===== config.mk =====
export PLATFORM = sky130hd
export DESIGN_NAME = digit_scan_ctrl
export DESIGN_NICKNAME = d
export VERILOG_FILES = /design/src/rtl/digit_scan_pkg.sv /design/src/rtl/refresh_prescaler.sv /design/src/rtl/digit_scan_ctrl.sv
export SDC_FILE = /design/constraint.sdc
export NUM_CORES = 1
export LEC_CHECK = 0
export CAP_MARGIN = 20
export CORE_MARGIN = 2
export CORE_UTILIZATION = 50
export DETAILED_ROUTE_END_ITERATION = 7
export DONT_BUFFER_PORTS = 1
export GPL_ROUTABILITY_DRIVEN = 0
export GPL_TIMING_DRIVEN = 1
export PLACE_DENSITY = 0.68
export SYNTH_ARGS = -nofsm -noshare
export SYNTH_HDL_FRONTEND = slang
export SYNTH_SLANG_ARGS = --single-unit

===== constraint.sdc =====
create_clock -name clk -period 2.8 [get_ports clk]
set_input_delay 0.28 -clock clk [delete_from_list [all_inputs] [get_ports clk]]
set_output_delay 0.28 -clock clk [all_outputs]
set_load 0.01 [all_outputs]

===== src/rtl/digit_scan_pkg.sv =====
// digit_scan_pkg: shared constants and width helper for the digit scan controller
package digit_scan_pkg;
  localparam logic ANODE_OFF = 1'b1;
  localparam int DIGIT_ZERO = 0;
  function automatic int width_of(input int n);
    return (n > 1) ? $clog2(n) : 1;
  endfunction
endpackage


===== src/rtl/refresh_prescaler.sv =====
// refresh_prescaler: free-running 0..DIV-1 counter exposing its next value and terminal count
module refresh_prescaler #(
  parameter int DIV = 8,
  parameter int W   = 3
) (
  input  logic         clk,
  input  logic         rst_n,
  input  logic         en,
  output logic [W-1:0] next,
  output logic         tc
);
  logic [W-1:0] count;
  assign tc = count == W'(DIV - 1);
  assign next = !en ? count : tc ? '0 : count + 1'b1;
  always_ff @(posedge clk or negedge rst_n)
    if (!rst_n) count <= '0;
    else count <= next;
endmodule


===== src/rtl/digit_scan_ctrl.sv =====
// digit_scan_ctrl: multiplexed display scanner with per-frame snapshot, enable mask and blanking
// Define LEADING_ZERO_BLANK_EN to suppress leading zero digits.
module digit_scan_ctrl
  import digit_scan_pkg::*;
#(
  parameter int NUM_DIGITS   = 8,
  parameter int DIGIT_W      = 5,
  parameter int REFRESH_DIV  = 100000,
  parameter int BLANK_CYCLES = 16
) (
  input  logic                          clk,
  input  logic                          rst_n,
  input  logic [NUM_DIGITS*DIGIT_W-1:0] digits_flat,
  input  logic [NUM_DIGITS-1:0]         digit_en,
  output logic [DIGIT_W-1:0]            out_digit,
  output logic [NUM_DIGITS-1:0]         anode_n,
  output logic [$clog2(NUM_DIGITS)-1:0] digit_idx,
  output logic                          frame_start
);
  localparam int IDX_W   = width_of(NUM_DIGITS);
  localparam int PRESC_W = width_of(REFRESH_DIV);
  logic                  load_pend;
  logic [PRESC_W-1:0]    presc_nx;
  logic                  tc;
  logic                  last;
  logic                  snap;
  logic                  lit;
  logic [IDX_W-1:0]      idx_nx;
  logic [DIGIT_W-1:0]    shadow_dig [NUM_DIGITS];
  logic [DIGIT_W-1:0]    dig_nx     [NUM_DIGITS];
  logic [NUM_DIGITS-1:0] shadow_en, en_nx, lz_nx, anode_nx;
  refresh_prescaler #(.DIV(REFRESH_DIV), .W(PRESC_W)) u_presc (
    .clk  (clk),
    .rst_n(rst_n),
    .en   (!load_pend),
    .next (presc_nx),
    .tc   (tc)
  );
  assign last = digit_idx == IDX_W'(NUM_DIGITS - 1);
  assign snap = load_pend || (tc && last);
  assign idx_nx = load_pend ? '0 : !tc ? digit_idx : last ? '0 : digit_idx + 1'b1;
  assign en_nx = snap ? digit_en : shadow_en;
  always_comb
    for (int i = 0; i < NUM_DIGITS; i++)
      dig_nx[i] = snap ? digits_flat[i*DIGIT_W +: DIGIT_W] : shadow_dig[i];
`ifdef LEADING_ZERO_BLANK_EN
  logic [NUM_DIGITS-1:0] lz_in, shadow_lz;
  logic                  zrun;
  // Walk down from the most significant digit; digit 0 is never suppressed.
  always_comb begin
    lz_in = '0;
    zrun = 1'b1;
    for (int i = NUM_DIGITS - 1; i > 0; i--) begin
      zrun = zrun && (digits_flat[i*DIGIT_W +: DIGIT_W] == DIGIT_W'(DIGIT_ZERO));
      lz_in[i] = zrun;
    end
  end
  assign lz_nx = snap ? lz_in : shadow_lz;
  always_ff @(posedge clk or negedge rst_n)
    if (!rst_n) shadow_lz <= '0;
    else shadow_lz <= lz_nx;
`else
  assign lz_nx = '0;
`endif
  assign lit = int'(presc_nx) >= BLANK_CYCLES && en_nx[idx_nx] && !lz_nx[idx_nx];
  always_comb begin
    anode_nx = {NUM_DIGITS{ANODE_OFF}};
    anode_nx[idx_nx] = !lit;
  end
  // Outputs are registered from next-state values so they align with the counters.
  always_ff @(posedge clk or negedge rst_n)
    if (!rst_n) begin
      load_pend   <= 1'b1;
      digit_idx   <= '0;
      anode_n     <= {NUM_DIGITS{ANODE_OFF}};
      out_digit   <= '0;
      frame_start <= 1'b0;
      shadow_en   <= '0;
      shadow_dig  <= '{default: '0};
    end else begin
      load_pend   <= 1'b0;
      digit_idx   <= idx_nx;
      anode_n     <= anode_nx;
      out_digit   <= dig_nx[idx_nx];
      frame_start <= presc_nx == '0 && idx_nx == '0;
      shadow_en   <= en_nx;
      shadow_dig  <= dig_nx;
    end
endmodule

==> results.md <==
- Cell Area, Placed: 4260 sq um
- DIE HEIGHT: 93.0 um
- Pre-antenna DRT Iters: 4
- Final hold violations: 0
- Reg-to-Reg Start: u_presc.count[8]
- FF+latch count, synth: 83
- Sequential power share: 50.9%
- Layout Utilization: 59.0%
- Compound-cell area share of the yosys netlist: 5.78%
- Clock transition at the registers of the reported paths: 0.09 ns
- ANT nets after route: 0
- TritonCTS clock tree: done
- Synth area leader: dfrtp_1
- Combinational share of power: 14.3%
- Final #Nets: 425
- Max-cap violations: 0
- Static leakage: 1.90 nW
- Reg2Reg Capture Point: out_digit[2]
- Vias in the first global route: 2,853
- RSZ-0062 raised after global routing: false
- Synth Area in Adders: 0.947%
- GRT Total Usage: 21.6%
- Required time worst endpoint: 3.03 ns
- Deepest clock path buffer count: 2
- Largest family of logic cells by synthesized area: simple AND/OR/NAND/NOR gates
- Skew final: 0.0140 ns
- Total CTS buffers: 9
- CP Max Fanout: 15
- Peak VDD IR: 0.276 mV
- Buffers on Ports: 0
- Endpoints failing setup: 0
- Clock Tree Root: clkbuf_8
- Max Fclk: 0.371 GHz
- 1st-iter DRT viols: 281
- Yosys warnings: 0
- Die area: 8650 sq um
- Outcome: completed
- Global-route wire length before repair: 14,300 um
- Register area share after synthesis: 52.7%
- Initial antenna violation count: 0
- Post-synth top cells: dfrtp_1, mux2_2, nor2_1, mux2i_1, nand2_1
- Sw frac: 27.0%
- Final wirelength: 8880 um
- Synth Area in Simple Gates: 17.7%
- Post-synth top flop: dfrtp_1
- Crit end category: flop
- Via density: 5.73
- Slew headroom: 64.9%
- Sink Count: 83
- Core ar.: 7690 sq um
- WHS Path Cells: 2
- Worst-Margin Slew: 0.522 ns
- H-tree depth: 3
- Initial Util: 51.5%
- IO Pins: 67
- Drt drc: 0
- Clk_lat worst skew: 0.36 ns
- Post-synth EDFFs: 0
- Most common cell in the netlist: dfrtp_1
- Mapped Nets: 399
- Layout cells sized above 1: 28.6%
- Num rows: 32
- Synth unique cells: 51
- Setup tns final: 0 ns
- NetSw: 0.743 mW
- Hold Path End: shadow_dig[19]
- Worst Hold Launch: digits_flat[24]
- Synth-to-Final Area Change: 14.5%
- Internal power: 2.01 mW
- Slew Viols, Final: 0
- Ant. Diodes: 0
- Startpoint types: flop
- Largest net degree at the start of global routing: 84
- Tot Pwr: 2.75 mW
- Worst reg2reg path depth: 9
- Post-Syn Area per Cell: 11.5 sq um
- Chip width: 93.0 um
- R2R Setup Slk: 0.11 ns
- Cells after Synth: 346
- Hold Path Class: input port to flop
- Synth top area share: 46.7%
- Mapped Area: 3960 sq um
- Final min period: 2.69 ns
- HPWL after DPL: 6290 um
- Crit path DAT: 2.92 ns
- Remaining Overflow, GRT: 0
- Synth top area cells: dfrtp_1, mux2_2, dfstp_2, mux2i_1, xnor2_1
- DR vias: 2,743
- Setup CP Type: flop to flop
- Post-synth ARST share: 100%
- Worst hold slack: 0.0641 ns
- Mux contribution to synthesized area: 15.7%
- Post-Synth XOR/XNOR Area: 3.98%
- Routed len/inst: 18.5 um
- Clock share of power: 34.8%
- Pwr per Cell Area: 606 nW/um^2
- Tcrit/Tclk final: 96.2%
- Final Instance Area: 4540 sq um
cells by family (layout without fill, tap and decap cells):
| logic type | Yosys count | count (layout) |
|---|---|---|
| muxes | 57 | 57 |
| AOI/OAI and AO/OA | 34 | 35 |
| xor gates and xnor gates | 18 | 18 |
| DFF | 83 | 83 |
| buffers and inverters | 29 | 59 |
| and+or+nand+nor | 121 | 121 |
| other | 1 | 1 |
| adders and majority gates | 3 | 3 |
metal layers:
layer | part of all wire [%] | track usage, % | wire, um
met2 | 47 | 33.7 | 4170
met3 | 7.3 | 5.48 | 647
met4 | 1.6 | 7.72 | 138
met5 | 0 | 0 | 0
met1 | 44 | 29.6 | 3930
cell type report:
type                       count  area, sq um
clock buffer                   9          124
clock inverter                 7         96.3
fill                         653         3150
inverter                      12         45.0
multi-input combinational    235         1790
sequential                    83         2090
tap                          102          128
timing repair buffer          31          268
worst max-delay path by stage:
stage / startpoint / endpoint / slack [ns] / depth (start not counted)
floorplan: u_presc.count[8] / frame_start / 0.04 / 9
global placement: u_presc.count[5] / out_digit[1] / 0.08 / 7
detailed placement: u_presc.count[0] / out_digit[4] / 0.12 / 10
CTS: u_presc.count[8] / out_digit[1] / 0.1 / 8
global route: u_presc.count[8] / out_digit[4] / 0.01 / 9
finish: u_presc.count[8] / out_digit[2] / 0.11 / 9
worst max-delay path: stages, from the launching register on:
cell	delay (ns)
dfrtp_1	0.38
or4_4	0.55
nor4_4	0.24
buf_4	0.27
nor4_1	0.07
a211oi_1	0.39
buf_4	0.24
o22ai_1	0.09
a211oi_1	0.24
o211ai_1	0.12
cell usage in the layout, fill, tap and decap left out, types with 2 or more instances in the layout:
| master | instances |
|---|---|
| dfrtp_1 | 74 |
| mux2_2 | 42 |
| buf_4 | 28 |
| nor2_1 | 23 |
| nand2_1 | 15 |
| mux2i_1 | 15 |
| inv_1 | 12 |
| xnor2_1 | 11 |
| nand3_1 | 10 |
| nor3_1 | 10 |
| nand2b_1 | 10 |
| dfstp_2 | 9 |
| clkbuf_8 | 9 |
| a21oi_1 | 8 |
| nand4_1 | 7 |
| xor2_1 | 7 |
| nor4_1 | 7 |
| nand3b_1 | 7 |
| nor2b_1 | 7 |
| a211oi_1 | 4 |
| o22ai_1 | 4 |
| nand4b_1 | 3 |
| and3_1 | 3 |
| or3_1 | 3 |
| o211ai_1 | 3 |
| ha_1 | 3 |
| inv_6 | 3 |
| nor4_4 | 2 |
| or2_2 | 2 |
| and2_1 | 2 |
| o21ai_0 | 2 |
| a31oi_1 | 2 |
| a22oi_1 | 2 |
| bufinv_16 | 2 |
| clkinv_2 | 2 |
registers in the layout, summed over array words and instances, names as in the netlist:
| register | cells |
|---|---|
| digit_idx | 3 |
| u_presc.count | 17 |
| shadow_en | 8 |
| out_digit | 5 |
| frame_start | 1 |
| load_pend | 1 |
| anode_n | 8 |
| shadow_dig | 40 |
what timing repair did:
action	CTS	global route
buffers inserted	0	1
endpoints found under the setup margin	0	8
hold buffers	2	0
resized for setup	0	3
hold endpoints to repair	83	0
power groups by stage:
stage	registers [mW]	clock network (mW)	logic (mW)
4_1_cts	1.40	0.983	0.394
5_1_grt	1.42	1.02	0.438
2_1_floorplan	1.40	0	0.300
3_3_place_gp	1.42	0	0.353
3_5_place_dp	1.42	0	0.361
6_report	1.40	0.959	0.392
metrics by stage:
step / worst slack [ns] / cells
after floorplan: 0.0416 / 346
final: 0.108 / 479
after global routing: 0.0113 / 479
after CTS: 0.0982 / 477
after detailed placement: 0.122 / 459
after global placement: 0.0810 / 459
(Power assumes the default switching activity.)
